### src/rtl/arbitro_barramento.sv
// Round-robin write arbiter and sequencer for the shared N-port bus (Barramento).
// One writer owns the bus at a time. Its data is muxed onto the bus and every
// other reading port is strobed. A burst limit applies while others wait, and a
// one-cycle turnaround separates consecutive owners.
module arbitro_barramento #(
    parameter int unsigned N_PORTAS   = 6,
    parameter int unsigned LARGURA    = 16,
    parameter int unsigned MAX_RAJADA = 4
) (
    input  logic                          clk,
    input  logic                          rst_n,
    input  logic [N_PORTAS-1:0]           req_escrita,
    input  logic [N_PORTAS-1:0]           req_leitura,
    input  logic [N_PORTAS*LARGURA-1:0]   dado_in,
    output logic [N_PORTAS-1:0]           grant,
    output logic [$clog2(N_PORTAS)-1:0]   dono,
    output logic                          ocupado,
    output logic [LARGURA-1:0]            dado_barramento,
    output logic                          valido,
    output logic [N_PORTAS-1:0]           ler_en
);

    localparam int unsigned IdxW  = $clog2(N_PORTAS);
    localparam int unsigned ContW = $clog2(MAX_RAJADA + 1);

    typedef enum logic [1:0] {
        StOcioso    = 2'd0,
        StConcedido = 2'd1,
        StRetorno   = 2'd2
    } estado_e;

    estado_e             estado_q;
    logic [N_PORTAS-1:0] grant_q;
    logic [IdxW-1:0]     dono_q;
    logic                ocupado_q;
    logic [IdxW-1:0]     ultimo_q;
    logic [ContW-1:0]    cont_rajada_q;

    // Round-robin candidate: first writer found scanning ultimo+1, ultimo+2, ...
    logic                prox_valido;
    logic [IdxW-1:0]     prox_idx;
    logic [N_PORTAS-1:0] prox_grant;
    int unsigned         cand;

    // Scan all ports once, starting just after the last owner.
    always_comb begin
        prox_valido = 1'b0;
        prox_idx    = '0;
        cand        = 0;
        for (int unsigned k = 1; k <= N_PORTAS; k++) begin
            cand = (32'(ultimo_q) + k) % N_PORTAS;
            if (!prox_valido && req_escrita[cand]) begin
                prox_valido = 1'b1;
                prox_idx    = IdxW'(cand);
            end
        end
    end

    // One-hot form of the candidate, zero when nobody is requesting.
    always_comb begin
        prox_grant = '0;
        for (int unsigned i = 0; i < N_PORTAS; i++) begin
            prox_grant[i] = prox_valido && (prox_idx == IdxW'(i));
        end
    end

    // Some port other than the current owner wants the bus.
    logic outros_pedem;
    logic dono_pede;
    logic rajada_cheia;

    // Burst and release conditions evaluated while the bus is owned.
    always_comb begin
        outros_pedem = |(req_escrita & ~grant_q);
        dono_pede    = req_escrita[dono_q];
        rajada_cheia = (cont_rajada_q == ContW'(MAX_RAJADA));
    end

    // Arbitration FSM with registered grant, owner and busy flag.
    always_ff @(posedge clk) begin
        if (!rst_n) begin
            estado_q      <= StOcioso;
            grant_q       <= '0;
            dono_q        <= '0;
            ocupado_q     <= 1'b0;
            ultimo_q      <= IdxW'(N_PORTAS - 1);
            cont_rajada_q <= '0;
        end else begin
            unique case (estado_q)
                // Idle and turnaround share the same arbitration at their exit edge.
                StOcioso, StRetorno: begin
                    if (prox_valido) begin
                        estado_q      <= StConcedido;
                        grant_q       <= prox_grant;
                        dono_q        <= prox_idx;
                        ocupado_q     <= 1'b1;
                        cont_rajada_q <= ContW'(1);
                    end else begin
                        estado_q      <= StOcioso;
                        grant_q       <= '0;
                        ocupado_q     <= 1'b0;
                        cont_rajada_q <= '0;
                    end
                end
                StConcedido: begin
                    if (!dono_pede || (rajada_cheia && outros_pedem)) begin
                        estado_q      <= StRetorno;
                        ultimo_q      <= dono_q;
                        grant_q       <= '0;
                        ocupado_q     <= 1'b0;
                        cont_rajada_q <= '0;
                    end else if (rajada_cheia) begin
                        // Lone requester keeps the bus; restart the burst count.
                        cont_rajada_q <= ContW'(1);
                    end else begin
                        cont_rajada_q <= cont_rajada_q + ContW'(1);
                    end
                end
                default: begin
                    estado_q      <= StOcioso;
                    grant_q       <= '0;
                    ocupado_q     <= 1'b0;
                    cont_rajada_q <= '0;
                end
            endcase
        end
    end

    // Bus datapath: owner's data while it still writes, readers strobed except the owner.
    always_comb begin
        valido          = ocupado_q & req_escrita[dono_q];
        dado_barramento = valido ? dado_in[dono_q * LARGURA +: LARGURA] : '0;
        ler_en          = {N_PORTAS{valido}} & req_leitura & ~grant_q;
    end

    assign grant   = grant_q;
    assign dono    = dono_q;
    assign ocupado = ocupado_q;

endmodule
### config.mk
export PLATFORM = sky130hd
export DESIGN_NAME = arbitro_barramento
export DESIGN_NICKNAME = d
export VERILOG_FILES = /design/src/rtl/arbitro_barramento.sv
export SDC_FILE = /design/constraint.sdc
export NUM_CORES = 1
export LEC_CHECK = 0
export BUFFER_PORTS_ARGS = -buffer_cell sky130_fd_sc_hd__buf_4
export CORE_MARGIN = 2
export CORE_UTILIZATION = 43
export DETAILED_ROUTE_END_ITERATION = 8
export PLACE_DENSITY = 0.84
export SLEW_MARGIN = 0
export SYNTH_ARGS = -nofsm -noshare
export SYNTH_HDL_FRONTEND = slang
export SYNTH_SLANG_ARGS = --single-unit
### constraint.sdc
create_clock -name clk -period 3.3 [get_ports clk]
set_clock_uncertainty 0.15 [all_clocks]
set_input_delay 0.165 -clock clk [delete_from_list [all_inputs] [get_ports clk]]
set_output_delay 0.165 -clock clk [all_outputs]
set_load 0.1 [all_outputs]
* Word level (Yosys, flattened, before mapping) *
Cells that the tools add are included.

word-level totals
  bits of input ports = 110
  memory bits (writable) = 0
  memory bits (read-only) = 0
  latch bits = 0
  output and inout bits = 33
  register bits after elaboration = 18
  memories = 0

cells by class
  $mul = 0
  magnitude comparators = 7
  equal/unequal tests = 9
  shift operators = 1
  $add $sub $neg = 7
  divide/modulo/power cells = 6
  bitwise gates (word level) = 5
  muxes and demuxes = 40
  reductions and logical operators = 25

operators with widths
  kind                                                          count
  less-than comparator 32 x 4 -> 1 bit (second input constant)  6
  modulo 32 x 3 -> 32 bit (second input constant)               6
  indexed part select 96 x 8 -> 16 bit                          1
  two-way mux 3 bit                                             8
  binary-select mux 1 bit (select 3 bit)                        7
  AND 6 bit                                                     3
  two-way mux 1 bit                                             17
  two-way mux 16 bit                                            1
  adder 3 x 3 -> 4 bit (second input constant)                  3
  logical AND 1 bit                                             12
  two-way mux 6 bit                                             2
  one-hot mux 6 bit (2 select lines)                            1
  == test 3 bit (second input constant)                         3
  adder 3 x 2 -> 4 bit (second input constant)                  2
  == test 3 x 2 -> 1 bit (second input constant)                2
  zero test 1 bit                                               6
  inverter 6 bit                                                1
  one-hot mux 3 bit (2 select lines)                            1
  OR reduction 6 bit                                            1
  adder 3 x 1 -> 4 bit (second input constant)                  1
  less-than comparator 3 x 4 -> 1 bit (second input constant)   1
  one-hot mux 2 bit (2 select lines)                            1
  AND reduction 2 bit                                           2
  adder 3 x 1 -> 3 bit (second input constant)                  1
  11 further kinds                                              11

* Longest topological paths before layout *
  depth after elaboration = 24
  depth in mapped cells = 15
  gate-level depth less buffers = 13

* Least setup slack after synthesis *
OpenSTA, ideal clock, no wires.

  path type = reg-to-output
  from = register dono_q[0], in the netlist dono[0]
  to = output port ler_en[2]
  arrival time = 4467 ps
  slack = -1482 ps
  stages on the path, launching flop included = 7
  required time = 2985 ps
  buffers on the path = 2
  cell sequence = dfxtp_1 clkbuf_1 mux4_2 a22o_1 nand2_1 clkbuf_1 nor3b_1

between the ends
  word-level cells in the longest chain between the ends = 5

ends and longest elaborated chain
  what                                     line  text
  from (decl)                              34    logic [IdxW-1:0] dono_q;
  from (signal assigned)                   95    dono_q <= prox_idx;
  binary-select mux 1 bit (select 3 bit)   131   valido = ocupado_q & req_escrita[dono_q];
  two-way mux 1 bit (not written as such)  131
  AND 1 bit                                131
  AND 6 bit (2 in series)                  133   ler_en = {N_PORTAS{valido}} & req_leitura & ~grant_q;
  to (decl)                                20    output logic [N_PORTAS-1:0] ler_en

No other way between the ends. The select of a mux whose other input is x is not followed.

* Final worst setup path *
  from = register ultimo_q[2]
  to = register grant_q[0], in the netlist grant[0]

between the ends
  word-level cells in the longest chain between the ends = 24
  elaborated cells between the ends (all ways) = 50

ends and longest elaborated chain
  what                                     line  text
  from (decl)                              36    logic [IdxW-1:0] ultimo_q;
  from (signal assigned)                   86    ultimo_q <= IdxW'(N_PORTAS - 1);
  from (signal assigned)                   108   ultimo_q <= dono_q;
  adder 3 x 1 -> 4 bit                     51    cand = (32'(ultimo_q) + k) % N_PORTAS;
  modulo 32 x 3 -> 32 bit                  51
  binary-select mux 1 bit (select 3 bit)   52    if (!prox_valido && req_escrita[cand]) begin
  two-way mux 1 bit (not written as such)  52
  two-way mux 1 bit                        52
  zero test 1 bit                          52
  logical AND 1 bit                        52
  two-way mux 1 bit                        52
  [... 8 more ...]                         --
  two-way mux 1 bit                        52
  zero test 1 bit                          52
  logical AND 1 bit                        52
  two-way mux 3 bit                        52
  zero test 3 bit                          63    prox_grant[i] = prox_valido && (prox_idx == IdxW'(i));
  logical AND 1 bit                        63
  two-way mux 6 bit (*)                    92    if (prox_valido) begin
  one-hot mux 6 bit (2 select lines) (*)   89    unique case (estado_q)
  to (signal assigned)                     94    grant_q <= prox_grant;
  to (decl)                                33    logic [N_PORTAS-1:0] grant_q;

Every way passes the cells marked *; elsewhere a longest branch is shown, timed or not. The select of a mux whose other input is x is not followed.
A chain may end at the register's enable or synchronous reset.

==> key figures <==
Layout
  • Final #Nets: 622
  • Register area: 374 um^2
  • Share of cells above drive strength 1: 64.1%
  • Area Overhead vs Synth: 70.6%
  • Area of the multi-input gates: 2750 um^2
  • # diodes: 0
  • Fill cells: 398

Floorplan
  • Die Area: 7170 um^2
  • Ports: 143
  • # rows: 29
  • Starting Density: about 44%
  • Area of the core: 6310 um^2
  • Chip height: approximately 85 um
  • Die W: 84.7 um

STA
  • Fmax: 283 MHz
  • Minimum clock period: 3.53 ns
  • Worst-Margin Slew: 0.712 ns
  • Final Hold Vio Count: 0
  • Slew Limit Fails: 0
  • # setup viols final: 9
  • RSZ-0062 raised after global routing: yes
  • Setup ws final: -0.235 ns
  • Final TNS setup: -0.862 ns
  • Hold_ws: 0.330 ns
  • Max-slew headroom: 52.0%
  • Crit share post-route: 107%

Job
  • Maxcap violations: 0

Min path
  • Worst hold path depth: 1
  • Min-Delay Path Class: register to register
  • HP Start: estado_q[1]
  • Worst hold endpoint: cont_rajada_q[0]

Clocking
  • Clock root buffer: clkbuf_8
  • CTS tree: yes
  • Reg clk slew, reported paths: around 0.080 ns
  • H-tree Lvls: 1
  • Clock latency on the worst-skew pair: 0.27 ns
  • Maximum clock insertion buffer count: 2
  • Clk sinks: 18
  • Total CTS buffers: 3

Worst setup path
  • Worst R2R Start: ultimo_q[2]
  • Worst R2R End: grant[0]
  • CP Max Fanout: 5
  • Crit end category: register
  • Setup CP Type: register to register
  • CP Data Required Time: 3.30 ns
  • Worst Path Arrival: 3.54 ns
  • R2R cell count: 12
  • Setup crit start kind: register
  • Worst reg2reg setup slack: -0.23 ns

Drt
  • Starting DRT DRC Count: 394
  • DR pass1 iterations: 5
  • Vias: roughly 3.7k
  • Wirelength, routed: 12.6 mm
  • DRC viols: 0
  • DR WL/cell: 22.1 um
  • Vias per inst: roughly 6.5
  • Post-DRT Antenna Nets: 0

Synthesis
  • Register bit total from synthesis: 18
  • Synth top area cells: mux4_2 (14%), dfxtp_1 (13%), mux2_2 (7.2%)
  • Most common cell in the netlist: nor2_1
  • Post-synth EDFFs: 0
  • Synth Cell Area: 2800 um^2
  • Seq/Total Area, Yosys: between 10% and 20%
  • Syn Inst Count: 325
  • Syn Nets: between 400 and 500
  • Dominant cell type by area after synthesis: mux4_2
  • Ys async rst share: 0%
  • Synth Warn #: 0
  • Synth Flop Type: dfxtp_1
  • Top-area cell type share of the netlist area: between 10% and 20%
  • Commonest cells post-synth: nor2_1 (30), nand2_1 (21), inv_1 (19)
  • Distinct cells, synth: 69
  • Synthesized area per cell: roughly 8.6 um^2

Global routing
  • Vias in the first global route: 3418
  • First-pass GRT wire length: between 15 and 20 mm
  • Antenna violations before repair: 0
  • Grt ovf: 0
  • Global Route Usage Sum: 28.5%
  • Largest net degree at the start of global routing: 38

Outcome
  • Run status: complete, but fails checks
  • Violated checks: negative setup slack

Power and ir drop
  • Pwr/cell area: 967 nW/um^2
  • Leakage power: around 0.0021 uW
  • Max IR drop VDD: 0.830 mV

Placement
  • GPL Wtd Cong: 0.986
  • HPWL after detailed placement: 8.29 mm
  • Port Buf Inserts: 142
==> sequential cells by signal, indices dropped and copies added, names as in the netlist <==
signal	count
dono	3
grant	6
ultimo_q	3
estado_q	2
cont_rajada_q	3
ocupado	1
==> worst max-delay path by stage <==
stage                            from       end  slack, ns  depth (start not counted)
after detailed placement  ultimo_q[2]  grant[1]      -0.12                         12
after global routing      ultimo_q[1]  grant[0]      -0.35                         11
after floorplan           ultimo_q[0]  grant[1]       0.01                         15
after global placement    ultimo_q[1]  grant[1]      -0.03                         13
final                     ultimo_q[2]  grant[0]      -0.23                         12
after CTS                 ultimo_q[2]  grant[4]      -0.01                         13
==> cells in the final DEF, fill, tap and decap left out, types with 5 or more instances in the layout <==
cell and n:
dfxtp_1 13, o211ai_1 6, mux2_2 17, ha_4 5, inv_1 16, nand2_1 19, buf_4 181, ha_1 8
mux4_2 17, nor2_1 14, nand3_1 6, nor3_1 5, mux2i_1 6, a22oi_1 16, nor2_2 16, o21ai_0 9
==> routing by layer <==
layer  GRT usage [%]  vias up  share of wire (%)  routed length (um)
met5               0        -                  0                   0
met4            10.1        0                5.0                 630
li1                -     1586                  -                   -
met1            35.1     1751                 36                4540
met2            48.2      304                 49                6130
met3            7.18       71                 11                1340
==> report_power, final <==
| part | internal [uW] | switching, uW |
|---|---|---|
| registers | 284 | 82.6 |
| clock network | 107 | 89.5 |
| logic | 1560 | 2490 |
| total | 1950 | 2670 |
==> what timing repair did <==
item / in CTS / in global routing
setup endpoints to repair: 12 / 12
hold buffers: 1 / 0
hold endpoints to repair: 1 / 0
resized for setup: 17 / 40
pin swaps: 8 / 29
buffers inserted: 4 / 11
==> kinds of logic (layout without fill, tap and decap cells) <==
| family | Yosys count | in the layout | synth area share [%] |
|---|---|---|---|
| AND/OR/NAND/NOR | 110 | 110 | 20.7 |
| AO/OA/AOI/OAI | 93 | 93 | 25.2 |
| multiplexers | 44 | 44 | 25.5 |
| buffers and inverters | 41 | 212 | 6.57 |
| flip-flops | 18 | 18 | 12.9 |
| adder cells (fa/ha/maj) | 15 | 15 | 6.70 |
| XOR/XNOR | 4 | 4 | 2.46 |
==> critical path: stages, from the launching register on <==
cell and delay [ns]:
dfxtp_4 0.37, inv_4 0.08, ha_2 0.19, a21o_1 0.19
ha_4 0.23, nand3b_1 0.21, a311oi_2 0.33, buf_4 0.19
mux2_4 0.35, nor4_4 0.25, nand3_2 0.17, a31o_4 0.30
o41ai_2 0.41
==> final cells by class <==
type / instances / area share [%]
flip-flops and latches: 18 / 7.83
multi-input cells: 266 / 57.6
clock buffers: 4 / 1.15
well taps: 77 / 2.02
inverters: 23 / 2.02
repair buffers: 185 / 29.4
==> stage by stage <==
stage                     util [%]  instance area [um^2]  setup slack, ns  instances  power (uW)
after detailed placement      67.7                  4280           -0.116        553        3650
final                         75.7                  4780           -0.235        573        4620
after global placement        67.7                  4280          -0.0251        553        3570
after floorplan                  -                  3020           0.0117        325        2920
after CTS                     70.3                  4440         -0.00963        562        3960
after global routing          75.7                  4780           -0.346        573        4770
(Power assumes the default switching activity.)
